File: config.mk
export PLATFORM = sky130hd
export DESIGN_NAME = mac_seq_divider
export DESIGN_NICKNAME = d
export VERILOG_FILES = /design/src/rtl/mac_seq_divider.sv
export SDC_FILE = /design/constraint.sdc
export NUM_CORES = 1
export LEC_CHECK = 0
export CORE_MARGIN = 10
export CORE_UTILIZATION = 30
export DETAILED_ROUTE_END_ITERATION = 16
export GPL_ROUTABILITY_DRIVEN = 0
export HOLD_SLACK_MARGIN = 0.03
export MAX_ROUTING_LAYER = met4
export PLACE_DENSITY_LB_ADDON = 0.2
export SLEW_MARGIN = 10
export SYNTH_ARGS = -nofsm -noshare
export SYNTH_HDL_FRONTEND = slang
export SYNTH_SLANG_ARGS = --single-unit
File: constraint.sdc
create_clock -name clkin -period 2.6 [get_ports clkin]
set_clock_uncertainty 0.05 [all_clocks]
set_input_delay 0.52 -clock clkin [delete_from_list [all_inputs] [get_ports clkin]]
set_output_delay 0.52 -clock clkin [all_outputs]
set_load 0.01 [all_outputs]
File: src/rtl/mac_seq_divider.sv
// rtl/mac_seq_divider.sv - tick-paced restoring divider, 10-bit dividend by 4-bit divisor
module mac_seq_divider #(
    parameter int DIV = 4999
) (
    input  logic       clkin,
    input  logic       rst,
    input  logic       start,
    input  logic [9:0] dividend,
    input  logic [3:0] divisor,
    output logic       busy,
    output logic       done,
    output logic [9:0] quotient,
    output logic [3:0] remainder,
    output logic       div_by_zero
);

    localparam int TW = (DIV > 0) ? $clog2(DIV + 1) : 1;
    localparam logic [TW-1:0] DIV_T = TW'(DIV);

    typedef enum logic [1:0] {
        IDLE = 2'd0,
        RUN  = 2'd1,
        DONE = 2'd2
    } state_t;

    state_t        state;
    state_t        state_nxt;
    logic [TW-1:0] tick_cnt;
    logic          tick;
    logic [3:0]    step_cnt;
    logic          last_step;
    logic [4:0]    pr;
    logic [4:0]    pr_shift;
    logic [4:0]    pr_next;
    logic          q_bit;
    logic [9:0]    dvd_sr;
    logic [3:0]    dvs_r;
    logic [9:0]    q_sr;

    assign tick      = (tick_cnt == DIV_T);
    assign last_step = tick && (step_cnt == 4'd9);

    // One restoring step: bring down the next dividend bit, subtract if it fits.
    always_comb begin
        pr_shift = {pr[3:0], dvd_sr[9]};
        q_bit    = (pr_shift >= {1'b0, dvs_r});
        pr_next  = pr_shift;
        if (q_bit) begin
            pr_next = pr_shift - {1'b0, dvs_r};
        end
    end

    always_ff @(posedge clkin or negedge rst) begin
        if (!rst) begin
            state <= IDLE;
        end else begin
            state <= state_nxt;
        end
    end

    always_comb begin
        state_nxt = state;
        busy      = 1'b0;
        done      = 1'b0;
        case (state)
            IDLE: begin
                if (start) begin
                    state_nxt = (divisor == 4'd0) ? DONE : RUN;
                end
            end
            RUN: begin
                busy = 1'b1;
                if (last_step) begin
                    state_nxt = DONE;
                end
            end
            DONE: begin
                busy      = 1'b1;
                done      = 1'b1;
                state_nxt = IDLE;
            end
            default: state_nxt = IDLE;
        endcase
    end

    always_ff @(posedge clkin or negedge rst) begin
        if (!rst) begin
            tick_cnt    <= '0;
            step_cnt    <= 4'd0;
            pr          <= 5'd0;
            dvd_sr      <= 10'd0;
            dvs_r       <= 4'd0;
            q_sr        <= 10'd0;
            quotient    <= 10'd0;
            remainder   <= 4'd0;
            div_by_zero <= 1'b0;
        end else begin
            case (state)
                IDLE: begin
                    if (start) begin
                        dvd_sr   <= dividend;
                        dvs_r    <= divisor;
                        tick_cnt <= '0;
                        step_cnt <= 4'd0;
                        pr       <= 5'd0;
                        q_sr     <= 10'd0;
                        // Zero divisor skips the iteration and reports saturated quotient.
                        if (divisor == 4'd0) begin
                            quotient    <= 10'h3FF;
                            remainder   <= 4'd0;
                            div_by_zero <= 1'b1;
                        end
                    end
                end
                RUN: begin
                    tick_cnt <= tick ? '0 : tick_cnt + TW'(1);
                    if (tick) begin
                        pr       <= pr_next;
                        dvd_sr   <= {dvd_sr[8:0], 1'b0};
                        q_sr     <= {q_sr[8:0], q_bit};
                        step_cnt <= step_cnt + 4'd1;
                        if (step_cnt == 4'd9) begin
                            quotient    <= {q_sr[8:0], q_bit};
                            remainder   <= pr_next[3:0];
                            div_by_zero <= 1'b0;
                        end
                    end
                end
                default: begin
                end
            endcase
        end
    end

endmodule
==> run_results.csv, run 1 <==
group,metric,value,unit
outcome,status,"finished clean",
global_routing,grt_max_degree,29,
power,clock_power_share,23.5,%
critical_path,cp_num_buf_inv,2,
cts,cts_tree,"yes",
global_routing,grt_pass1_vias,2201,
synth,synth_nets,311,
detailed_routing,drtIter0Drc,117,
floorplanning,start_util,30.6,%
placed_design,dp_cells,451,
synth,seq_area_frac_synth,51.5,%
critical_path,cp_data_arrival_time,1.66,ns
floorplanning,die_y,119,microns
layout,fill_cells,964,
power,comb_power_share,41.9,%
synth,ys_warn_count,0,
floorplanning,die-area,0.0143,sq mm
power,netSwitchingPower,1.40,mW
synth,synth_edf_count,0,
timing,fin_crit,2.23,ns
synth,syn-instance-count,283,
power,finalPower,3.77,mW
cts,cts_hold_buf,0,
synth,synth_xor_area_share,2.36,%
timing,worstMarginPinSlew,0.460,ns
cts,clockBufferDepth,2,
synth,ys_seq_elements,61,
timing,layout_worst_path_cycle_share,85.7,%
critical_path,crit_required,2.03,ns
detailed_routing,wl_per_cell,13.9,microns
critical_path,slowest_delay,0.54,ns
layout,area_growth,25.2,%
critical_path,worstSetupPathType,"flip-flop to output port",
cts,ctsResizeCount,0,
global_routing,grt_overflow,0,
cts,numClockSinks,61,
timing,rsz0062_at_grt,"no",
critical_path,reg2reg_slack,0.38,ns
synth,synth_top_family_by_area,"simple AND/OR/NAND/NOR gates",
power,switching_share,37.0,%
timing,hold_violations,0,
placed_design,place_hpwl,4820,microns
detailed_routing,wl_met2,2910,microns
timing,setup_violations,0,
critical_path,critPathMaxFanout,3,
layout,final_cells,467,
min_path,hp-class,"primary input to asynchronous set/reset pin",
synth,yosys-mux-area-fraction,7.09,%
layout,diodes,0,
critical_path,crit_path_end_kind,"output port",
synth,synth-compound-area-share,14.1,%
detailed_routing,ant_nets,0,
critical_path,crit_chain,"inv_1 -> ha_1 -> clkdlybuf4s50_1",
power,leakage,1.63,nW
cts,cts.clk_slew.worst_paths,0.07,ns
detailed_routing,via_per_inst,4.79,
critical_path,cp_slowest_cell,"clkdlybuf4s50_1",
global_routing,grt.total_usage,10.0,%
detailed_routing,totalWireLength,6480,microns
timing,fin_tns_setup,0,ns
cts,root_buffer,"clkbuf_8",
synth,synthSimpleGateAreaFrac,16.7,%
synth,synthAdderAreaFrac,4.89,%
synth,syn_avg_cell_area,10.5,sq um
power,p_per_area,1020,mW/mm^2
detailed_routing,top_layer_used,"met4",
synth,synth_ff_type,"dfrtp_1",
global_routing,grt_antenna_before_repair,0,
critical_path,timing.rr.end,"dvd_sr[0]$_DFFE_PN0P_",
timing,slew_violations,0,
critical_path,startpoint_type,"flip-flop",
detailed_routing,m1WireLength,3140,microns
floorplanning,num_rows,36,
critical_path,r2r_cells,5,
detailed_routing,drc,0,
detailed_routing,dr_wl_met3,324,microns
floorplanning,ios,34,
global_routing,grt_pass1_wl,11200,microns
power,peakVddDrop,0.000416,V
detailed_routing,firstDrtPassIters,4,
layout,final_layout_size_suffix_gt1_share,12.9,%
cts,clk-insertion-delay-late,0.34,ns
timing,slew_headroom,69.3,%
critical_path,r2r-start,"tick_cnt[10]$_DFFE_PN0P_",
placed_design,io_buffers,33,
job,drv_cap,0,
floorplanning,coreArea,0.00968,sq mm
power,share_seq_of_total_power,34.6,%
synth,synth_area,0.00297,sq mm
power,p_int,2.37,mW
detailed_routing,vias,2237,
critical_path,cp_top_family,"buffers and inverters",
layout,nets,357,
floorplanning,die_w,119,microns
timing,fmax,0.449,GHz
synth,ys_async_sr_fraction,100,%
cts,h-tree-depth,3,
synth,ys_types,47,
cts,cts_buffers,9,
cts,post_cts_buffers,0,
stage by stage:
step / hold WS, ns / util [%] / cell area [sq um] / setup slack [ns]
5_1_grt: 0.0920 / 38.3 / 3710 / 0.246
6_report: 0.0775 / 38.3 / 3710 / 0.371
4_1_cts: 0.0741 / 38.3 / 3710 / 0.346
3_3_place_gp: 0.407 / 36.2 / 3500 / 0.248
2_1_floorplan: 0.174 / - / 2970 / 0.463
3_5_place_dp: 0.415 / 36.2 / 3500 / 0.239
Yosys cell counts, types with 2 or more instances:
| master | number | area [sq um] |
|---|---|---|
| nand3b_1 | 2 | 15.0 |
| xnor2_1 | 4 | 35.0 |
| clkbuf_1 | 6 | 22.5 |
| o22a_1 | 9 | 78.8 |
| ha_1 | 10 | 125 |
| nor4_1 | 2 | 12.5 |
| dfrtp_1 | 61 | 1530 |
| nand2b_1 | 5 | 31.3 |
| and3_1 | 3 | 18.8 |
| nor2b_1 | 3 | 18.8 |
| xor2_1 | 4 | 35.0 |
| or3_1 | 3 | 18.8 |
| o31ai_1 | 5 | 37.5 |
| nand4_1 | 4 | 25.0 |
| mux2i_1 | 12 | 120 |
| nor2_1 | 18 | 67.6 |
| and2_1 | 2 | 12.5 |
| nand3_1 | 14 | 70.1 |
| o21ai_1 | 3 | 15.0 |
| buf_6 | 2 | 22.5 |
| inv_1 | 11 | 41.3 |
| mux2_2 | 8 | 90.1 |
| a21oi_1 | 7 | 35.0 |
| nor3_1 | 2 | 10.0 |
| nand2_1 | 42 | 158 |
| o21ai_0 | 15 | 75.1 |
| a22o_1 | 6 | 52.6 |
area by class of cell:
type / count / area [sq um] / share of cell area, %
Clock inverter: 3 / 42.5 / 1.15
Timing Repair Buffer: 45 / 428 / 11.5
Sequential cell: 61 / 1530 / 41.1
Multi-Input combinational cell: 200 / 1340 / 36.0
Inverter: 12 / 45.0 / 1.21
Tap cell: 133 / 166 / 4.48
Clock buffer: 13 / 169 / 4.55
power by group through the flow:
stage	Combinational (mW)	Clock, mW	Sequential, mW
2_1_floorplan	1.10	0	1.28
3_3_place_gp	1.59	0	1.32
3_5_place_dp	1.61	0	1.32
4_1_cts	1.61	0.920	1.31
5_1_grt	1.77	0.969	1.34
6_report	1.58	0.887	1.30
cell usage in the layout (no fill, tap or decap), types with 2 or more instances in the layout:
cell type	count
mux2i_1	12
nor3_1	2
nand2b_1	5
clkdlybuf4s50_1	32
ha_1	10
nand3b_1	2
nand2_1	42
clkbuf_8	12
o21ai_1	3
and3_1	3
o22a_1	9
nand3_1	14
nand4_1	4
xor2_1	4
dfrtp_1	61
a22o_1	6
mux2_2	8
buf_4	11
o31ai_1	5
nor2b_1	3
inv_1	11
a21oi_1	7
nor4_1	2
nor2_1	18
xnor2_1	4
or3_1	3
o21ai_0	15
and2_1	2
worst reg2reg max path: stages (launching register included):
cell and delay [ns]:
dfrtp_1 0.43, or4b_4 0.58, o41ai_4 0.37, nand2_2 0.19
buf_4 0.25, a22o_1 0.25
flip-flops by register name (all words and copies together) (netlist names):
signal / cells
tick_cnt: 13
dvd_sr: 10
quotient: 10
q_sr: 9
dvs_r: 4
pr: 4
remainder: 4
step_cnt: 4
state: 2
div_by_zero: 1
how the worst max path moves through the flow:
stage	to	start	slack, ns	cells past startpoint
2_1_floorplan	remainder[2]$_DFFE_PN0P_	tick_cnt[10]$_DFFE_PN0P_	0.46	5
3_3_place_gp	quotient[0]$_DFFE_PN0P_	divisor[1]	0.25	7
3_5_place_dp	quotient[0]$_DFFE_PN0P_	divisor[1]	0.24	7
4_1_cts	busy	state[0]$_DFFE_PN0P_	0.35	3
5_1_grt	remainder[1]$_DFFE_PN0P_	pr[1]$_DFFE_PN0P_	0.25	7
6_report	busy	state[0]$_DFFE_PN0P_	0.37	3
cells by family after synthesis:
family                     count (synthesis)
DFF                                       61
AOI/OAI and AO/OA                         57
and+or+nand+nor                          104
muxes                                     20
xor gates and xnor gates                   8
buffers and inverters                     22
adders and majority gates                 11
routing by layer:
layer | global-route usage (%) | vias to the layer above
met3 | 3.26 | 10
li1 | - | 1102
met2 | 14.6 | 53
met4 | 4.07 | 0
met1 | 12.6 | 1072
met5 | - | -
Note: power is estimated with default switching activity, not from simulation.
==> inputs of run 2 (changes only) <==
--- a/config.mk
+++ b/config.mk
@@ -5,6 +5,7 @@
 export SDC_FILE = /design/constraint.sdc
 export NUM_CORES = 1
 export LEC_CHECK = 0
+export CORE_ASPECT_RATIO = 1.25
 export CORE_MARGIN = 10
 export CORE_UTILIZATION = 30
 export DETAILED_ROUTE_END_ITERATION = 16
@@ -16,3 +17,4 @@
 export SYNTH_ARGS = -nofsm -noshare
 export SYNTH_HDL_FRONTEND = slang
 export SYNTH_SLANG_ARGS = --single-unit
+export TNS_END_PERCENT = 100
==> run 2 against run 1 <==
Effect of this change:
- combinational power about the same
- core utilization up 0.88 points
- final cell count down 1.1%
- largest power group unchanged
- sequential cell count unchanged
- register-to-register slack worse by 0.10 ns
- first-iteration DRC count down 40%
- worst hold slack better by 0.35 ns
- critical endpoint is now dvd_sr[0]$_DFFE_PN0P_
==> run_results.csv, run 2 (synthesized netlist as in run 1, its figures left out) <==
group,metric,value,unit
layout,diodes,0,
layout,largestRegisters,"tick_cnt: 13 flops, dvd_sr: 10 flops, quotient: 10 flops",
global_routing,grtUsageMet3,2.54,%
timing,rsz0062_at_grt,"no",
cts,cts_tree,"yes",
detailed_routing,ant_nets,0,
min_path,hp-class,"flip-flop to flip-flop",
global_routing,grt_overflow,0,
outcome,status,"finished clean",
detailed_routing,via_per_inst,4.85,
critical_path,crit_path_end_kind,"flip-flop",
floorplanning,die_y,131,microns
global_routing,grt.total_usage,9.89,%
placed_design,dp_cells,445,
critical_path,worstSetupPathType,"flip-flop to flip-flop",
floorplanning,die_w,109,microns
critical_path,cp_num_buf_inv,1,
timing,hold_slack,0.426,ns
placed_design,io_buffers,33,
layout,final_common_cell,"dfrtp_1",
floorplanning,coreArea,0.00966,sq mm
detailed_routing,drc,0,
global_routing,grtUsageMet1,11.8,%
cts,cts_buffers,9,
critical_path,cp_data_arrival_time,2.49,ns
floorplanning,ios,34,
global_routing,grt_max_degree,55,
layout,final_layout_size_suffix_gt1_share,13.4,%
placed_design,place_hpwl,4680,microns
layout,final_cells,462,
global_routing,grt_pass1_wl,11200,microns
cts,post_cts_buffers,0,
layout,regArea,0.00153,sq mm
layout,finalInstanceArea,0.00379,sq mm
timing,layout_worst_path_cycle_share,89.3,%
power,leakage,1.67,nW
cts,h-tree-depth,3,
power,p_per_area,1040,mW/mm^2
global_routing,grt_pass1_vias,2324,
detailed_routing,totalWireLength,6450,microns
layout,layout_common_cells,"dfrtp_1, nand2_1, clkdlybuf4s50_1",
timing,fmax,0.431,GHz
timing,worstMarginPinSlew,0.509,ns
power,peakVddDrop,0.000451,V
timing,slew_violations,0,
critical_path,crit_required,2.77,ns
detailed_routing,firstDrtPassIters,4,
layout,fill_cells,940,
floorplanning,start_util,30.7,%
critical_path,startpoint_type,"flip-flop",
global_routing,grt_antenna_before_repair,0,
cts,clockBufferDepth,2,
timing,slew_headroom,66.0,%
timing,fin_ws,0.278,ns
timing,setup_violations,0,
cts,cts.clk_slew.worst_paths,0.06,ns
detailed_routing,wl_per_cell,14.0,microns
layout,top_register,"tick_cnt",
layout,largest_register_ffs,13,
cts,clk-insertion-delay-late,0.33,ns
critical_path,critPathMaxFanout,23,
placed_design,placed_cell_area,0.00350,sq mm
timing,hold_violations,0,
critical_path,slowest_delay,0.58,ns
critical_path,crit_chain,"or4b_4 -> o41ai_4 -> nand2_2 -> buf_4 -> a22o_1",
global_routing,grt_most_used_layer,"met2",
placed_design,dpl_worst_slack,0.195,ns
power,finalPower,3.95,mW
layout,nets,359,
layout,area_growth,27.8,%
job,drv_cap,0,
global_routing,grt_util_met2,14.9,%
critical_path,cp_slowest_cell,"or4b_4",
detailed_routing,drtIter0Drc,70,
floorplanning,num_rows,40,
cts,numClockSinks,61,
critical_path,cp_top_family,"simple AND/OR/NAND/NOR gates",
timing,fin_crit,2.32,ns
detailed_routing,vias,2239,
cts,root_buffer,"clkbuf_16",
layout,multi_input_area,0.00134,sq mm
floorplanning,die-area,0.0143,sq mm
timing,fin_tns_setup,0,ns
layout,fin_util,39.2,%
==> run 2: cell types whose count changed in the layout (fill, tap and decap cells not counted) <==
cell / delta
clkbuf_1: -1
clkinvlp_4: +1
clkbuf_16: +9
clkinv_2: +2
buf_4: +1
bufinv_16: -1
clkbuf_8: -11
dlygate4sd3_1: +1
clkinv_4: +1
==> run 2: path summary, 6_finish.rpt <==
path                            cells past startpoint                      end                     start  slack, ns
worst min register to register                      2      q_sr[8]$_DFFE_PN0P_       q_sr[8]$_DFFE_PN0P_       0.43
worst max register to register                      5    dvd_sr[0]$_DFFE_PN0P_  tick_cnt[10]$_DFFE_PN0P_       0.28
worst max-delay path                                5    dvd_sr[0]$_DFFE_PN0P_  tick_cnt[10]$_DFFE_PN0P_       0.28
worst min-delay path                                2      q_sr[8]$_DFFE_PN0P_       q_sr[8]$_DFFE_PN0P_       0.43
min in group asynchronous                           2    dvd_sr[2]$_DFFE_PN0P_                       rst       0.53
max in group asynchronous                           3  quotient[7]$_DFFE_PN0P_                       rst       1.41
==> run 2: power by group <==
group	switching [mW]	internal (mW)
clock network	0.425	0.666
registers	0.139	1.16
logic	0.863	0.705
total	1.43	2.53
==> run 2: repair_timing <==
item / in CTS / in global routing
hold buffers: 1 / 0
hold endpoints to repair: 7 / 0
resized for setup: 0 / 0
==> run 2: cell type report <==
| class | instances | share of cell area [%] |
|---|---|---|
| clock buffers | 10 | 6.31 |
| clock inverters | 6 | 1.02 |
| inverters | 12 | 1.19 |
| multi-input cells | 200 | 35.3 |
| flip-flops and latches | 61 | 40.3 |
| well taps | 126 | 4.16 |
| repair buffers | 47 | 11.8 |
==> run 2: layer usage <==
layer	vias to the layer above	part of all wire, %
met5	-	0
met4	0	1.8
met3	9	4.3
met2	37	47
met1	1095	47
li1	1098	-
==> run 2: worst register-to-register path, stage by stage (launching register included) <==
cell,delay [ns]
dfrtp_1,0.43
or4b_4,0.58
o41ai_4,0.44
nand2_2,0.22
buf_4,0.26
a22o_1,0.24
==> inputs of run 3 (changes only) <==
--- a/config.mk
+++ b/config.mk
@@ -13,7 +13,6 @@
 export HOLD_SLACK_MARGIN = 0.03
 export MAX_ROUTING_LAYER = met4
 export PLACE_DENSITY_LB_ADDON = 0.2
-export SLEW_MARGIN = 10
 export SYNTH_ARGS = -nofsm -noshare
 export SYNTH_HDL_FRONTEND = slang
 export SYNTH_SLANG_ARGS = --single-unit
==> results of run 3 <==
Same layout as run 2: the final DEF is identical, and so are final timing and power.
